$ cat src/rtl/fp_sqrt_seq.sv
// Sequential IEEE-style square root, one root bit per cycle by restoring digit recurrence.
// Latency: MAN_W+3 cycles accept-to-out_valid for normal operands, 1 cycle for specials.
// Backpressure: result held in DONE until out_ready; in_ready only in IDLE. Define FP_SQRT_ROUND_EN for round-to-nearest.
module fp_sqrt_seq #(
  parameter int EXP_W = 8,
  parameter int MAN_W = 23
) (
  input  logic                   clk,
  input  logic                   rst_n,
  input  logic                   in_valid,
  output logic                   in_ready,
  input  logic [EXP_W+MAN_W:0]   in_data,
  output logic                   out_valid,
  input  logic                   out_ready,
  output logic [EXP_W+MAN_W:0]   out_data,
  output logic                   out_invalid,
  output logic                   busy
);

  localparam int QW = MAN_W + 2;          // root bits: implicit 1, fraction, guard
  localparam int RW = MAN_W + 4;          // remainder width
  localparam int DW = 2 * QW;             // radicand bits consumed two per cycle
  localparam int CW = $clog2(QW + 1);
  localparam logic [EXP_W-1:0] BIAS_E   = {1'b0, {(EXP_W-1){1'b1}}};
  localparam logic [EXP_W-1:0] EXP_ONES = {EXP_W{1'b1}};
  localparam logic [EXP_W+MAN_W:0] QNAN = {1'b0, EXP_ONES, 1'b1, {(MAN_W-1){1'b0}}};

  typedef enum logic [1:0] {IDLE, CALC, DONE} state_t;

  state_t             state;
  logic [CW-1:0]      cnt;
  logic [RW-1:0]      rem;
  logic [QW-1:0]      root;
  logic [DW-1:0]      rad;
  logic [EXP_W-1:0]   res_exp;

  assign in_ready = (state == IDLE);
  assign busy     = (state != IDLE);

  // Operand decode and special-case classification at acceptance
  logic                   in_sign, exp_zero, exp_all1, man_zero;
  logic                   is_special, is_invalid;
  logic [EXP_W-1:0]       in_exp;
  logic [MAN_W-1:0]       in_man;
  logic [EXP_W+MAN_W:0]   spec_data;
  logic signed [EXP_W+1:0] e_unb;
  logic [EXP_W-1:0]       half_exp;
  logic [DW-1:0]          rad_init;

  always_comb begin
    in_sign    = in_data[EXP_W+MAN_W];
    in_exp     = in_data[EXP_W+MAN_W-1:MAN_W];
    in_man     = in_data[MAN_W-1:0];
    exp_zero   = (in_exp == '0);
    exp_all1   = (in_exp == EXP_ONES);
    man_zero   = (in_man == '0);
    // Subnormals flush to zero, so an all-zero exponent is treated as zero
    is_invalid = (exp_all1 && !man_zero) || (in_sign && !exp_zero);
    is_special = exp_zero || exp_all1 || in_sign;
    if (is_invalid)    spec_data = QNAN;
    else if (exp_zero) spec_data = {in_sign, {(EXP_W+MAN_W){1'b0}}};
    else               spec_data = {1'b0, EXP_ONES, {MAN_W{1'b0}}};
    // Result exponent is floor(e/2)+bias; odd e doubles the radicand instead
    e_unb    = $signed({2'b00, in_exp}) - $signed({2'b00, BIAS_E});
    half_exp = EXP_W'((e_unb >>> 1) + $signed({2'b00, BIAS_E}));
    if (e_unb[0]) rad_init = {1'b1, in_man, {(MAN_W+3){1'b0}}};
    else          rad_init = {2'b01, in_man, {(MAN_W+2){1'b0}}};
  end

  // One restoring step: bring down two radicand bits, try subtracting 4q+1
  logic [RW-1:0]    rem_sh, trial, rem_nxt;
  logic [QW-1:0]    root_nxt;
  logic             take;
  logic [EXP_W-1:0] fin_exp;
  logic [MAN_W-1:0] fin_frac;

  always_comb begin
    rem_sh   = RW'({rem, rad[DW-1:DW-2]});
    trial    = {1'b0, root[QW-2:0], 2'b01};
    take     = (rem_sh >= trial);
    rem_nxt  = take ? (rem_sh - trial) : rem_sh;
    root_nxt = {root[QW-2:0], take};
`ifdef FP_SQRT_ROUND_EN
    // Guard bit added to fraction; a carry-out bumps the exponent with a zero fraction
    {fin_exp, fin_frac} = {res_exp, root_nxt[QW-2:1]} + {{(EXP_W+MAN_W-1){1'b0}}, root_nxt[0]};
`else
    fin_exp  = res_exp;
    fin_frac = root_nxt[QW-2:1];
`endif
  end

  // Control FSM and datapath registers, including the registered result
  always_ff @(posedge clk or negedge rst_n) begin
    if (!rst_n) begin
      state       <= IDLE;
      cnt         <= '0;
      rem         <= '0;
      root        <= '0;
      rad         <= '0;
      res_exp     <= '0;
      out_valid   <= 1'b0;
      out_data    <= '0;
      out_invalid <= 1'b0;
    end else begin
      case (state)
        IDLE: begin
          if (in_valid) begin
            if (is_special) begin
              state       <= DONE;
              out_valid   <= 1'b1;
              out_data    <= spec_data;
              out_invalid <= is_invalid;
            end else begin
              state   <= CALC;
              rad     <= rad_init;
              rem     <= '0;
              root    <= '0;
              cnt     <= '0;
              res_exp <= half_exp;
            end
          end
        end
        CALC: begin
          rem  <= rem_nxt;
          root <= root_nxt;
          rad  <= {rad[DW-3:0], 2'b00};
          cnt  <= cnt + CW'(1);
          if (cnt == CW'(QW - 1)) begin
            state       <= DONE;
            out_valid   <= 1'b1;
            out_data    <= {1'b0, fin_exp, fin_frac};
            out_invalid <= 1'b0;
          end
        end
        DONE: begin
          if (out_ready) begin
            state     <= IDLE;
            out_valid <= 1'b0;
          end
        end
        default: state <= IDLE;
      endcase
    end
  end

endmodule

$ cat config.mk
export PLATFORM = sky130hd
export DESIGN_NAME = fp_sqrt_seq
export DESIGN_NICKNAME = d
export VERILOG_FILES = /design/src/rtl/fp_sqrt_seq.sv
export SDC_FILE = /design/constraint.sdc
export NUM_CORES = 1
export LEC_CHECK = 0
export CAP_MARGIN = 20
export CORE_ASPECT_RATIO = 0.5
export CORE_MARGIN = 1
export CORE_UTILIZATION = 29
export DETAILED_ROUTE_END_ITERATION = 8
export GPL_TIMING_DRIVEN = 0
export PLACE_DENSITY_LB_ADDON = 0.15
export SLEW_MARGIN = 20
export SYNTH_ARGS = -nofsm -noshare
export SYNTH_HDL_FRONTEND = slang
export SYNTH_SLANG_ARGS = --single-unit
$ cat constraint.sdc
create_clock -name clk -period 3.2 [get_ports clk]
set_input_delay 0.64 -clock clk [delete_from_list [all_inputs] [get_ports clk]]
set_output_delay 0.64 -clock clk [all_outputs]
set_load 0.01 [all_outputs]
# Yosys cells after proc, flatten, opt, wreduce, memory -nomap -nowiden

Index checks and enable logic that the tools add are counted.

Output and inout bits: 36
Logic and storage cells: 76
Input port bits: 36
Flip-flop bits (word level): 148

Mux-type cells: 34
Add/subtract/negate cells: 4
Bitwise logic cells: 1
$lt $le $gt $ge: 1
Reduce and logical (&&, ||, !) cells: 18
Equal/unequal tests: 9

Operators with widths:

| kind                  | count |
|---|---|
| $mux W32              | 5 |
| $mux W50              | 3 |
| $pmux W50 S2          | 1 |
| $mux W25              | 3 |
| $pmux W32 S2          | 1 |
| $pmux W25 S2          | 1 |
| $mux W24              | 2 |
| $pmux W24 S2          | 1 |
| $ge A27 B26 Y1        | 1 |
| $sub A25 B25 Y25      | 1 |
| $logic_not A23 Y1     | 1 |
| $mux W5               | 2 |
| $pmux W5 S2           | 1 |
| $reduce_and A3 Y1     | 3 |
| $sub A8 B7 Y9 const B | 1 |
| $add A8 B8 Y8 const B | 1 |
| $eq A8 B8 Y1 const B  | 1 |
| $logic_not A8 Y1      | 1 |
| $mux W2               | 4 |
| $ne A2 B2 Y1 const B  | 4 |
| $mux W1               | 7 |
| $pmux W2 S3           | 1 |
| $add A5 B1 Y5 const B | 1 |
| $eq A5 B5 Y1 const B  | 1 |
| 14 further kinds      | 19 |

# Longest topological paths before layout

Depth in word-level cells: 8
Depth in mapped cells: 14
Gate-level depth less buffers: 11

# Worst setup path before layout

Ideal clock, no wire load.

Kind: input -> register
Start: in in_data[23]
End: reg out_data[10]
Path buffers: 4
Required time: 3.060 ns
Cell stages on the path: 14
Library setup time: 0.140 ns
Slack: 0.097 ns
Data arrival time: 2.964 ns
Cell sequence: clkbuf_1 > buf_1 > inv_1 > ha_1 > or4b_4 > nor4_4 > nor3_2 > nor2b_1 > o21ai_1 > or2_1 > buf_6 > buf_2 > nand2_1 > o31ai_2

Word-level cells in the longest chain between the ends: 8
Elaborated cells between the ends (all ways): 14
Classes of those cells: 2 x eq/ne; 4 x mux; 8 x reduce/logical

Ends and longest elaborated chain:

| what                   | RTL line | RTL |
|---|---|---|
| start: declaration     | 12       | `input logic [EXP_W+MAN_W:0] in_data,` |
| $logic_not A8 Y1       | 54       | `exp_zero = (in_exp == '0);` |
| $logic_not A1 Y1       | 58       | `is_invalid = (exp_all1 && !man_zero) \|\| (in_sign && !exp_zero);` |
| $logic_and A1 B1 Y1    | 58       |  |
| $logic_or A1 B1 Y1     | 58       |  |
| $mux W32               | 60       | `if (is_invalid) spec_data = QNAN;` |
| $mux W32               | 108      | `if (is_special) begin` |
| $mux W32               | 107      | `if (in_valid) begin` |
| $pmux W32 S2           | 105      | `case (state)` |
| end signal: assignment | 111      | `out_data <= spec_data;` |
| end signal: assignment | 131      | `out_data <= {1'b0, fin_exp, fin_frac};` |
| end: declaration       | 15       | `output logic [EXP_W+MAN_W:0] out_data,` |

Parallel ways exist; a longest one is shown, timed or not. The select of a mux whose other input is x is not followed.
A chain may end at the register's enable or synchronous reset.

# Worst setup path after layout

Start: reg root[1]
End: reg rem[13]

Word-level cells in the longest chain between the ends: 3
Elaborated cells between the ends (all ways): 4
Classes of those cells: 1 x add/sub; 1 x order compare; 2 x mux

Ends and longest elaborated chain:

| what                                               | RTL line | RTL |
|---|---|---|
| start: declaration                                 | 33       | `logic [QW-1:0] root;` |
| start signal: assignment                           | 125      | `root <= root_nxt;` |
| $sub A25 B25 Y25 or $ge A27 B26 Y1 (tied branches) | 81, 80   |  |
| $mux W25 (*)                                       | 81       | `rem_nxt = take ? (rem_sh - trial) : rem_sh;` |
| $pmux W25 S2 (*)                                   | 105      |  |
| end signal: assignment                             | 124      | `rem <= rem_nxt;` |
| end: declaration                                   | 32       | `logic [RW-1:0] rem;` |

Mark *: on every way between the ends. The rest lies on a longest branch, timed or not.

==> qor.txt <==
Outcome - complete, no violations
I/O Buffers - 70
Syn avg cell area - 9.19 um^2
CTS buffer count - 17
Crit path buf inv count - 3
CP startpoint kind - flop
Yosys warns - 0
CTS clock-pin slew for the worst setup and hold paths - 0.06 ns
Max Root-Sink Buffers - 2
Setup violators final - 0
Setup WS post-layout - 0.290 ns
Drt pass-1 iters - 5
Core box area - 23300 um^2
Cells after Synth - 765
Hold crit path type - primary input to async pin
Syn Nets - 832
Worst slack after detailed placement - -1.10 ns
CP Cell Sequence - inv_1 -> ha_1 -> nor3_1 -> a211oi_2 -> o21a_1 -> o41ai_2 -> a21boi_2 -> o21ai_2 -> buf_4 -> buf_6 -> mux2i_1 -> o21ai_1
Setup crit end kind - flop
Starting Density - 30.2%
WL per Instance - 16.3 um
Mapped Area - 7030 um^2
Post-synth EDFFs - 0
Worst clock skew - 0.00884 ns
Synth async-reset ratio - 100%
Synth Flop Type - dfrtp_1
Ratio of cells with drive above 1 in the final layout - 10.7%
Antenna Cells - 0
Worst-Margin Slew - 0.791 ns
Die Area - 24900 um^2
Slew margin rel. - 46.8%
R2R cell count - 12
Fmax - 0.344 GHz
Flops & latches, synth - 123
Max Cap Violations - 0
Die width - 222 um
Vias - 5887
First-pass GRT wire length - 31700 um
Delay of the slowest critical-path stage - 0.43 ns
Critical path peak fanout - 10
Synth area leaders - dfrtp_1 (44%), nand2_1 (5.6%), ha_1 (5.5%), o21ai_0 (5.3%), a21oi_1 (3.7%)
R2R Setup Slk - 0.29 ns
Cell family with most CP delay - compound AO/OA/AOI/OAI gates
CTS sink cnt - 123
Tot Pwr - 9.75 mW
Overflow after GRT - 0
Crit Path Class - flop to flop
H-tree levels - 4
Critical Path AT - 3.19 ns
Initial drt markers - 351
IO Count - 72
Final hold vios - 0
Net count, final - 925
Fill cells - 2339
Pwr Density - 1110 nW/um^2
Final TNS setup - 0 ns
Placed Instances - 1143
Fin crit share - 90.9%
RSZ-0062 raised after global routing - false
CP required - 3.48 ns
Antenna-violating nets left - 0
Clock root buffer - clkbuf_16
Fin crit period - 2.91 ns
Vias in the first global route - 5922
Register area share after synthesis - 43.8%
Vias/cell - 5.00
DRC Markers - 0
Antenna violations before repair - 0
Synth top area share - 43.8%
Hpwl dp - 13900 um
Die Span Y - 112 um
Largest net degree at the start of global routing - 64
Core Rows - 39
Final slew viol count - 0
Drt total wl - 19200 um
Non-Filler Instances - 1178
Critical path depth in cells - 12
Insertion delay to the later sink of the worst-skew pair - 0.42 ns
CP max-delay cell - o41ai_2
Area Overhead vs Synth - 25.4%
Pleak - 3.87 nW
Global Route Usage Sum - 16.1%
CTS tree - done
Yosys cell types - 57
Placer Congestion - 0.866
Max VDD drop - 0.000603 V
Synth area leader - dfrtp_1
power by group:
| part | leakage (nW) | internal [mW] | switching, mW | total, mW |
|---|---|---|---|---|
| combinational | 1.98 | 2.18 | 3.28 | 5.46 |
| sequential | 1.62 | 2.07 | 0.312 | 2.39 |
| clock | 0.274 | 1.17 | 0.733 | 1.90 |
| total | 3.87 | 5.42 | 4.33 | 9.75 |
per-layer routing:
metal	GRT usage (%)	share of wire, %
met1	23.0	52
met2	24.9	44
met3	2.98	3.2
met4	4.81	1.1
met5	0	0
what timing repair did:
item                       4_1_cts  5_1_grt
hold endpoints to repair         0        0
resized for setup               13       12
setup endpoints to repair      122       70
cloned                           0        1
pin swaps                        1        3
buffers inserted                 2        0
hold buffers                     0        0
layout make-up:
class	instances	area, um^2	share of cell area, %
Tap cell	307	384	4.36
Clock inverter	9	86.3	0.980
Sequential cell	123	3080	34.9
Multi-Input combinational cell	558	3570	40.5
Inverter	39	146	1.66
Timing Repair Buffer	74	756	8.58
Buffer	45	293	3.32
Clock buffer	23	498	5.65
cells in the final DEF, fill, tap and decap left out, types with 8 or more instances in the layout:
cell | synthesis | layout
nor4_1 | 8 | 8
nand3_1 | 10 | 10
clkbuf_16 | 0 | 17
o31ai_2 | 19 | 19
a21o_1 | 10 | 10
ha_1 | 31 | 30
xor2_1 | 18 | 18
o22ai_1 | 23 | 23
nand4_1 | 9 | 9
clkdlybuf4s50_1 | 0 | 68
mux2i_1 | 25 | 25
dfrtp_1 | 123 | 123
nor2_1 | 53 | 53
inv_1 | 39 | 39
xnor2_1 | 15 | 15
clkbuf_1 | 22 | 19
nand2b_1 | 8 | 8
o31ai_1 | 8 | 8
a21oi_1 | 52 | 51
buf_2 | 12 | 8
nor3_1 | 9 | 9
nand2_1 | 105 | 104
buf_6 | 6 | 10
o21ai_1 | 9 | 9
o21ai_0 | 75 | 75
and3_1 | 8 | 8
state kept, by name (all words and copies together) (netlist names):
register / cells
out_valid: 1
cnt: 5
out_data: 32
state: 2
out_invalid: 1
rem: 25
fin_exp: 8
rad: 25
root: 24
synth_stat cells (all sizes together), types with 4 or more instances:
| library cell | count |
|---|---|
| buf | 23 |
| ha | 31 |
| and3 | 9 |
| clkbuf | 22 |
| nand4 | 9 |
| mux2i | 25 |
| a21o | 10 |
| nor3 | 11 |
| nand2 | 105 |
| a32oi | 7 |
| nor4 | 9 |
| a21oi | 52 |
| xor2 | 18 |
| dfrtp | 123 |
| a22o | 7 |
| nand2b | 8 |
| inv | 39 |
| xnor2 | 15 |
| o22ai | 23 |
| nand3 | 10 |
| o21a | 4 |
| nor2b | 6 |
| o211ai | 4 |
| nor2 | 53 |
| o31ai | 27 |
| o21ai | 85 |
metrics by stage:
stage | instance area [um^2] | hold slack (ns) | util [%]
floorplan | 7030 | 0.344 | -
global placement | 8110 | 0.456 | 34.8
detailed placement | 8140 | 0.463 | 35.0
CTS | 8780 | 0.161 | 37.7
global route | 8810 | 0.176 | 37.9
finish | 8810 | 0.136 | 37.9
path summary, 6_finish.rpt:
kind,from,to
worst max-delay path,root[1],rem[13]
worst min-delay path,rst_n,rad[33]
worst max register to register,root[1],rem[13]
worst min register to register,out_data[31],out_data[31]
max in group asynchronous,rst_n,rem[13]
min in group clk,out_data[31],out_data[31]
logic make-up after synthesis:
family	synth area share, %
xor+xnor	4.11
simple gates	14.8
mux	3.56
fa+ha+maj	5.52
compound gates	22.7
flops	43.8
buf+inv	5.50
worst register-to-register path, cell delays in order (launching register included):
cell	delay (ns)
dfrtp_1	0.35
inv_1	0.16
ha_1	0.32
nor3_1	0.20
a211oi_2	0.09
o21a_1	0.25
o41ai_2	0.43
a21boi_2	0.16
o21ai_2	0.16
buf_4	0.18
buf_6	0.18
mux2i_1	0.20
o21ai_1	0.07
Note: power is estimated with default switching activity, not from simulation.
